--- config.mk ---
export PLATFORM = sky130hd
export DESIGN_NAME = demux_scan_sequencer_flat
export DESIGN_NICKNAME = d
export VERILOG_FILES = /design/src/rtl/demux_scan_sequencer_pkg.sv /design/src/rtl/demux_scan_sequencer_if.sv /design/src/rtl/demux_scan_sequencer_next_ch.sv /design/src/rtl/demux_scan_sequencer.sv /design/src/flat_wrapper.sv
export SDC_FILE = /design/constraint.sdc
export NUM_CORES = 1
export LEC_CHECK = 0
export ABC_CLOCK_PERIOD_IN_PS = 4800
export BUFFER_PORTS_ARGS = -buffer_cell sky130_fd_sc_hd__buf_4
export CAP_MARGIN = 20
export CORE_MARGIN = 2
export CORE_UTILIZATION = 35
export CTS_CLUSTER_SIZE = 24
export DETAILED_ROUTE_END_ITERATION = 8
export PLACE_DENSITY = 0.51
export RECOVER_POWER = 25
export SLEW_MARGIN = 15
export SYNTH_ARGS = -nofsm -noshare
export SYNTH_HDL_FRONTEND = slang
export SYNTH_SLANG_ARGS = --single-unit
--- constraint.sdc ---
create_clock -name Clock_In -period 4.8 [get_ports Clock_In]
set_input_delay 0.24 -clock Clock_In [delete_from_list [all_inputs] [get_ports Clock_In]]
set_output_delay 0.24 -clock Clock_In [all_outputs]
set_load 0.005 [all_outputs]
--- src/rtl/demux_scan_sequencer_pkg.sv ---
// demux_seq_pkg: shared types and constants for the 1:8 demux scan sequencer.
// The optional channel-mask feature is enabled with DEMUX_SEQ_CH_MASK_EN.
package demux_seq_pkg;

   localparam int NUM_CH      = 8;
   localparam int SEL_W       = 3;
   localparam int DEF_DWELL_W = 8;

   // Index of the highest channel; the end of a full (unmasked) sweep.
   localparam logic [SEL_W-1:0] LAST_CH = SEL_W'(NUM_CH - 1);

   typedef enum logic [1:0] {
      IDLE  = 2'd0,
      WAIT  = 2'd1,
      DRIVE = 2'd2
   } state_t;

endpackage

--- src/rtl/demux_scan_sequencer_if.sv ---
// demux_scan_sequencer_if: control/handshake bundle between the upstream
// source (master) and the scan sequencer (slave). Channel_Mask_In exists only
// when DEMUX_SEQ_CH_MASK_EN is defined.
interface demux_scan_sequencer_if
   import demux_seq_pkg::*;
#(
   parameter int DWELL_W = DEF_DWELL_W
) ();

   logic               Start_In;
   logic               Abort_In;
   logic               Mode_In;
   logic [DWELL_W-1:0] Dwell_In;
   logic               Data_In;
   logic               Data_Valid_In;
   logic               Data_Ready_Out;
   logic               Enable_Out;
   logic [SEL_W-1:0]   Select_Out;
   logic               Data_Out;
   logic               Busy_Out;
   logic               Ch_Strobe_Out;
   logic               Done_Out;
`ifdef DEMUX_SEQ_CH_MASK_EN
   logic [NUM_CH-1:0]  Channel_Mask_In;
`endif

   modport master (
`ifdef DEMUX_SEQ_CH_MASK_EN
      output Channel_Mask_In,
`endif
      output Start_In, Abort_In, Mode_In, Dwell_In, Data_In, Data_Valid_In,
      input  Data_Ready_Out, Enable_Out, Select_Out, Data_Out,
      input  Busy_Out, Ch_Strobe_Out, Done_Out
   );

   modport slave (
`ifdef DEMUX_SEQ_CH_MASK_EN
      input  Channel_Mask_In,
`endif
      input  Start_In, Abort_In, Mode_In, Dwell_In, Data_In, Data_Valid_In,
      output Data_Ready_Out, Enable_Out, Select_Out, Data_Out,
      output Busy_Out, Ch_Strobe_Out, Done_Out
   );

endinterface

--- src/rtl/demux_scan_sequencer_next_ch.sv ---
// demux_next_ch: combinational next-set-bit finder for the channel mask.
// next_idx is the lowest set bit strictly above ptr, wrap means there is none,
// first_idx is the lowest set bit overall.
module demux_next_ch
   import demux_seq_pkg::*;
(
   input  logic [NUM_CH-1:0] mask,
   input  logic [SEL_W-1:0]  ptr,
   output logic [SEL_W-1:0]  next_idx,
   output logic              wrap,
   output logic [SEL_W-1:0]  first_idx
);

   logic [NUM_CH-1:0] above;

   generate
      for (genvar gi = 0; gi < NUM_CH; gi++) begin : g_above
         assign above[gi] = mask[gi] && (SEL_W'(gi) > ptr);
      end
   endgenerate

   assign wrap = ~|above;

   // Priority encode from the top down so the lowest qualifying bit wins.
   always_comb begin
      next_idx  = '0;
      first_idx = '0;
      for (int i = NUM_CH - 1; i >= 0; i--) begin
         if (mask[i])  first_idx = SEL_W'(i);
         if (above[i]) next_idx  = SEL_W'(i);
      end
   end

endmodule

--- src/rtl/demux_scan_sequencer.sv ---
// demux_scan_sequencer: takes a serial bit stream over valid/ready and sweeps
// it across the 8 demux channels, holding each bit for a programmable dwell.
// Define DEMUX_SEQ_CH_MASK_EN to visit only the channels selected by a mask.
module demux_scan_sequencer
   import demux_seq_pkg::*;
#(
   parameter int DWELL_W = DEF_DWELL_W,
   parameter int NUM_CH  = 8,
   parameter int SEL_W   = 3
) (
   input  logic                   Clock_In,
   input  logic                   Reset_In,
   demux_scan_sequencer_if.slave  bus
);

   generate
      if (NUM_CH != 8 || SEL_W != 3) begin : g_bad_cfg
         $error("demux_scan_sequencer supports exactly 8 channels");
      end
   endgenerate

   state_t             state_reg, state_next;
   logic [SEL_W-1:0]   ptr_reg, ptr_next;
   logic [SEL_W-1:0]   sel_reg, sel_next;
   logic [DWELL_W-1:0] cnt_reg, cnt_next;
   logic [DWELL_W-1:0] dwell_reg, dwell_next;
   logic               mode_reg, mode_next;
   logic               data_reg, data_next;
   logic               enable_reg, enable_next;
   logic               busy_reg, busy_next;
   logic               strobe_reg, strobe_next;
   logic               done_reg, done_next;
   logic               ready;

   logic [SEL_W-1:0]   nxt_idx;
   logic [SEL_W-1:0]   first_idx;
   logic               last_ch;
   logic               start_ok;

`ifdef DEMUX_SEQ_CH_MASK_EN
   logic [NUM_CH-1:0]  mask_reg;
   logic [NUM_CH-1:0]  mask_sel;

   // While idle the incoming mask picks the first channel; afterwards the latched one rules.
   assign mask_sel = (state_reg == IDLE) ? bus.Channel_Mask_In : mask_reg;
   assign start_ok = |bus.Channel_Mask_In;

   demux_next_ch u_next_ch (
      .mask      (mask_sel),
      .ptr       (ptr_reg),
      .next_idx  (nxt_idx),
      .wrap      (last_ch),
      .first_idx (first_idx)
   );

   // Capture the channel mask together with an accepted start.
   always_ff @(posedge Clock_In or posedge Reset_In) begin
      if (Reset_In)
         mask_reg <= '0;
      else if (state_reg == IDLE && bus.Start_In && start_ok && !bus.Abort_In)
         mask_reg <= bus.Channel_Mask_In;
   end
`else
   assign nxt_idx   = ptr_reg + 1'b1;
   assign first_idx = '0;
   assign last_ch   = (ptr_reg == LAST_CH);
   assign start_ok  = 1'b1;
`endif

   // State and registered-output storage.
   always_ff @(posedge Clock_In or posedge Reset_In) begin
      if (Reset_In) begin
         state_reg  <= IDLE;
         ptr_reg    <= '0;
         sel_reg    <= '0;
         cnt_reg    <= '0;
         dwell_reg  <= '0;
         mode_reg   <= 1'b0;
         data_reg   <= 1'b0;
         enable_reg <= 1'b0;
         busy_reg   <= 1'b0;
         strobe_reg <= 1'b0;
         done_reg   <= 1'b0;
      end else begin
         state_reg  <= state_next;
         ptr_reg    <= ptr_next;
         sel_reg    <= sel_next;
         cnt_reg    <= cnt_next;
         dwell_reg  <= dwell_next;
         mode_reg   <= mode_next;
         data_reg   <= data_next;
         enable_reg <= enable_next;
         busy_reg   <= busy_next;
         strobe_reg <= strobe_next;
         done_reg   <= done_next;
      end
   end

   // Next-state and datapath decisions; abort overrides everything else.
   always_comb begin
      state_next = state_reg;
      ptr_next   = ptr_reg;
      sel_next   = sel_reg;
      cnt_next   = cnt_reg;
      dwell_next = dwell_reg;
      mode_next  = mode_reg;
      data_next  = data_reg;
      case (state_reg)
         IDLE: begin
            if (bus.Start_In && start_ok) begin
               mode_next  = bus.Mode_In;
               dwell_next = (bus.Dwell_In == '0) ? DWELL_W'(1) : bus.Dwell_In;
               ptr_next   = first_idx;
               state_next = WAIT;
            end
         end
         WAIT: begin
            if (bus.Data_Valid_In && ready) begin
               data_next  = bus.Data_In;
               sel_next   = ptr_reg;
               cnt_next   = dwell_reg - 1'b1;
               state_next = DRIVE;
            end
         end
         DRIVE: begin
            if (cnt_reg == '0) begin
               if (!last_ch) begin
                  ptr_next   = nxt_idx;
                  state_next = WAIT;
               end else if (mode_reg) begin
                  ptr_next   = first_idx;
                  state_next = WAIT;
               end else begin
                  ptr_next   = '0;
                  state_next = IDLE;
               end
            end else begin
               cnt_next = cnt_reg - 1'b1;
            end
         end
         default: state_next = IDLE;
      endcase
      if (bus.Abort_In) begin
         state_next = IDLE;
         ptr_next   = '0;
         cnt_next   = '0;
      end
   end

   // Output decode: ready is combinational, the rest are next values of registers.
   always_comb begin
      ready       = (state_reg == WAIT) && !bus.Abort_In;
      enable_next = (state_next == DRIVE);
      busy_next   = (state_next != IDLE);
      strobe_next = (state_next == DRIVE) && (cnt_next == '0);
      done_next   = (state_reg == DRIVE) && (cnt_reg == '0) && last_ch &&
                    !mode_reg && !bus.Abort_In;
   end

   assign bus.Data_Ready_Out = ready;
   assign bus.Enable_Out     = enable_reg;
   assign bus.Select_Out     = sel_reg;
   assign bus.Data_Out       = data_reg;
   assign bus.Busy_Out       = busy_reg;
   assign bus.Ch_Strobe_Out  = strobe_reg;
   assign bus.Done_Out       = done_reg;

endmodule
--- src/flat_wrapper.sv ---
// flat-port wrapper written by rule: the top's interface ports become plain ports
module demux_scan_sequencer_flat import demux_seq_pkg::*;
#(
   parameter int DWELL_W = DEF_DWELL_W,
   parameter int NUM_CH  = 8,
   parameter int SEL_W   = 3
)
  (Clock_In, Reset_In, bus_Start_In, bus_Abort_In, bus_Mode_In, bus_Dwell_In, bus_Data_In, bus_Data_Valid_In, bus_Data_Ready_Out, bus_Enable_Out, bus_Select_Out, bus_Data_Out, bus_Busy_Out, bus_Ch_Strobe_Out, bus_Done_Out);
  demux_scan_sequencer_if #(.DWELL_W(DWELL_W)) bus_i ();
  input  logic Clock_In;
  input  logic Reset_In;
  input wire logic [$bits(bus_i.Start_In)-1:0] bus_Start_In;
  input wire logic [$bits(bus_i.Abort_In)-1:0] bus_Abort_In;
  input wire logic [$bits(bus_i.Mode_In)-1:0] bus_Mode_In;
  input wire logic [$bits(bus_i.Dwell_In)-1:0] bus_Dwell_In;
  input wire logic [$bits(bus_i.Data_In)-1:0] bus_Data_In;
  input wire logic [$bits(bus_i.Data_Valid_In)-1:0] bus_Data_Valid_In;
  output wire logic [$bits(bus_i.Data_Ready_Out)-1:0] bus_Data_Ready_Out;
  output wire logic [$bits(bus_i.Enable_Out)-1:0] bus_Enable_Out;
  output wire logic [$bits(bus_i.Select_Out)-1:0] bus_Select_Out;
  output wire logic [$bits(bus_i.Data_Out)-1:0] bus_Data_Out;
  output wire logic [$bits(bus_i.Busy_Out)-1:0] bus_Busy_Out;
  output wire logic [$bits(bus_i.Ch_Strobe_Out)-1:0] bus_Ch_Strobe_Out;
  output wire logic [$bits(bus_i.Done_Out)-1:0] bus_Done_Out;
  assign bus_i.Start_In = bus_Start_In;
  assign bus_i.Abort_In = bus_Abort_In;
  assign bus_i.Mode_In = bus_Mode_In;
  assign bus_i.Dwell_In = bus_Dwell_In;
  assign bus_i.Data_In = bus_Data_In;
  assign bus_i.Data_Valid_In = bus_Data_Valid_In;
  assign bus_Data_Ready_Out = bus_i.Data_Ready_Out;
  assign bus_Enable_Out = bus_i.Enable_Out;
  assign bus_Select_Out = bus_i.Select_Out;
  assign bus_Data_Out = bus_i.Data_Out;
  assign bus_Busy_Out = bus_i.Busy_Out;
  assign bus_Ch_Strobe_Out = bus_i.Ch_Strobe_Out;
  assign bus_Done_Out = bus_i.Done_Out;
  demux_scan_sequencer #(.DWELL_W(DWELL_W), .NUM_CH(NUM_CH), .SEL_W(SEL_W)) u_core (.Clock_In(Clock_In), .Reset_In(Reset_In), .bus(bus_i));
endmodule
==> key figures <==
Die
  • Die height: roughly 75 um
  • I/O pins: 24
  • Core Region: 4790 um2
  • Row count: 25
  • Die area: ~5600 um2
  • Initial Util: 0.367
  • Die width: 74.8 um

Global routing
  • First-pass GRT wire length: 7190 um
  • GRT Total Usage: 0.174
  • Initial antenna violation count: 0
  • Vias in the first global route: 1457
  • Congestion Overflow GR: 0
  • Largest net degree at the start of global routing: 31

Finish
  • Nets@finish: between 200 and 250
  • # diodes: 0
  • Register Area: approximately 750 um2
  • Final Core Density: 0.436
  • Layout area overhead: 18.7%
  • Share of post-route cells with drive strength above 1: 0.256
  • Area of the multi-input gates: between 900 and 1000 um2
  • Filler cells: 487

CTS
  • Post-CTS Repair Setup Buffers: 0
  • Clk_lat worst skew: 0.28 ns
  • Clock Sinks: 30
  • Hold buffers post-CTS: 0
  • Clk pin slew, worst setup/hold paths: around 0.07 ns
  • CTS buffer count: 5
  • CTS tree: yes
  • Post-CTS sizing: 0
  • # H-tree levels: 2
  • Clk buf depth: 2
  • Clk root buf: clkbuf_8

Detailed routing
  • Vias: roughly 1400
  • Routed wire per std cell: ~15 um
  • Drt pass-1 iters: 4
  • Post-route ant nets: 0
  • # DRC: 0
  • Vias per inst: 5.36
  • DR iter-0 viols: 118
  • Aggregate routed wire length: between 4000 and 5000 um

Power and ir drop
  • Pleak: around 0.96 nW
  • Internal power component: 0.581 mW
  • Worst IR Drop VDD: 0.000200 V
  • PD cells: between 400 and 500 nW/um2
  • Clk pwr share: 0.228
  • Switching portion of total power: 0.378
  • Comb pwr share: 0.380
  • Switching power of the nets: between 0.3 and 0.4 mW
  • Reg power frac: 0.392

Min path
  • Worst min path class: in -> reg

Yosys
  • Synth Flop Type: dfrtp_1
  • Unique masters post-synth: 48
  • Asr flop ratio synth: 1.00
  • Synthesized area: 1760 um2
  • Post-synth EDFFs: 0
  • Yosys warns: 0
  • Post-Syn Area per Cell: 10.0 um2
  • Syn nets: 198
  • Register area share after synthesis: 0.427
  • Yosys reg bits: 30
  • Syn Inst Count: approximately 180

STA
  • Final Cycle Share: 0.532
  • Setup TNS Final: 0 ns
  • Relative slew slack: -0.119
  • F_max: a little under 400 MHz
  • Hold Fails Final Rpt: 0
  • Clock skew: between 0.006 and 0.007 ns
  • Final setup violation count: 0
  • Actual slew at the worst max-slew pin: approximately 1.7 ns
  • Fin crit period: between 2 and 3 ns
  • RSZ-0062 raised after global routing: false
  • Slew Viols, Final: 31

Critical path
  • Critical path arrival: 2.75 ns
  • Critical Path RT: around 5.0 ns
  • Critical path fanouts, max: 11
  • Critical path class: reg -> reg
  • Crit. End Element: flop
  • Worst Setup Start Kind: flop

Place
  • Placer congestion estimate: a little under 1
  • Port bufs: 23
  • Hpwl dp: between 3000 and 4000 um

Status
  • Run status: complete, but fails checks
  • Failing checks: capacitance limit, slew limit

Job
  • Max-cap viol count: 1
layout by cell type, fill, tap and decap left out, types with 3 or more instances in the layout:
master and count:
nor4_1 3, buf_4 22, xor2_1 3, nor3_1 4, o21ai_0 5, a22oi_1 3, dfrtp_1 30, nor2_1 19
mux2_2 12, nand2_1 9, o21ai_1 3, inv_1 13, clkbuf_8 6, ha_1 8, nand3_1 6, a21oi_1 8
nor2b_1 3
cell families (layout without fill, tap and decap cells):
kind of cell             count (synthesis)  count (layout)  share of synthesized area
AO/OA/AOI/OAI                           42              42                      0.178
flip-flops                              30              30                      0.427
XOR/XNOR                                 4               4                     0.0199
AND/OR/NAND/NOR                         60              60                      0.188
adder cells (fa/ha/maj)                  8               8                     0.0570
buffers and inverters                   17              45                     0.0413
multiplexers                            14              14                     0.0883
final timing paths:
kind                                          startpoint                                 end  slack, ns  depth (start not counted)
max                        u_core.state_reg[0]$_DFF_PP0_  u_core.bus.Ch_Strobe_Out$_DFF_PP0_       2.25                          7
min                                          bus_Mode_In         u_core.mode_reg$_DFFE_PP0P_       0.19                          2
max reg2reg                u_core.state_reg[0]$_DFF_PP0_  u_core.bus.Ch_Strobe_Out$_DFF_PP0_       2.25                          7
min reg2reg                  u_core.mode_reg$_DFFE_PP0P_         u_core.mode_reg$_DFFE_PP0P_       0.50                          1
max in group asynchronous                       Reset_In         u_core.cnt_reg[2]$_DFF_PP0_       3.28                          3
min in group asynchronous                       Reset_In         u_core.cnt_reg[1]$_DFF_PP0_       0.55                          3
layer usage:
layer	up-vias	wire, um	part of all wire	global-route usage
met1	717	1900	0.46	0.226
met4	0	65	0.016	0.0794
met2	38	2000	0.48	0.272
met3	4	166	0.040	0.0442
li1	689	-	-	-
met5	-	0	0	0
power by group through the flow:
stage                     clock [mW]  sequential, mW  combinational, mW
after floorplan                    0           0.354              0.259
after global placement             0           0.370              0.364
after detailed placement           0           0.372              0.353
after CTS                      0.222           0.367              0.355
after global routing           0.234           0.376              0.397
final                          0.213           0.366              0.356
Yosys cell counts, drive strengths merged, types with 2 or more instances:
library cell | n | area share
nand3 | 6 | 0.017
nor3b | 4 | 0.023
a311oi | 2 | 0.020
nor3 | 4 | 0.011
xor2 | 3 | 0.015
nor2b | 4 | 0.016
mux2i | 2 | 0.011
nor2 | 19 | 0.041
ha | 8 | 0.057
o211a | 2 | 0.011
clkbuf | 2 | 0.0043
dfrtp | 30 | 0.43
inv | 13 | 0.028
a211oi | 2 | 0.0085
a22oi | 3 | 0.013
a31oi | 3 | 0.014
nor4 | 3 | 0.011
nand2b | 2 | 0.0071
mux2 | 12 | 0.077
nand2 | 9 | 0.019
o21ai | 8 | 0.023
a21oi | 10 | 0.033
buf | 2 | 0.0093
a41oi | 2 | 0.010
or3 | 3 | 0.014
o32ai | 2 | 0.010
a21o | 2 | 0.0085
worst max-delay path, cell delays in order (launching register included):
cell	delay [ns]
dfrtp_1	0.39
inv_1	0.12
ha_1	0.52
o21ai_0	0.31
a222oi_1	0.45
nor3b_2	0.24
a41oi_1	0.19
nor4b_2	0.24
metrics by stage:
| stage | cell area [um2] | hold slack (ns) | cells | setup slack (ns) | total power, mW |
|---|---|---|---|---|---|
| floorplan | 1760 | 0.331 | 175 | 2.78 | 0.613 |
| global placement | 2000 | 0.346 | 262 | 2.16 | 0.733 |
| detailed placement | 2000 | 0.356 | 262 | 2.25 | 0.724 |
| CTS | 2090 | 0.0454 | 270 | 2.25 | 0.943 |
| global route | 2080 | 0.179 | 270 | 2.08 | 1.01 |
| finish | 2080 | 0.187 | 270 | 2.25 | 0.935 |
area by class of cell:
| type | instances | area share |
|---|---|---|
| clock inverters | 1 | 0.00240 |
| flip-flops and latches | 30 | 0.360 |
| clock buffers | 7 | 0.0414 |
| well taps | 67 | 0.0402 |
| multi-input cells | 128 | 0.448 |
| repair buffers | 24 | 0.0846 |
| inverters | 13 | 0.0234 |
Power figures use the tool's default switching activity.
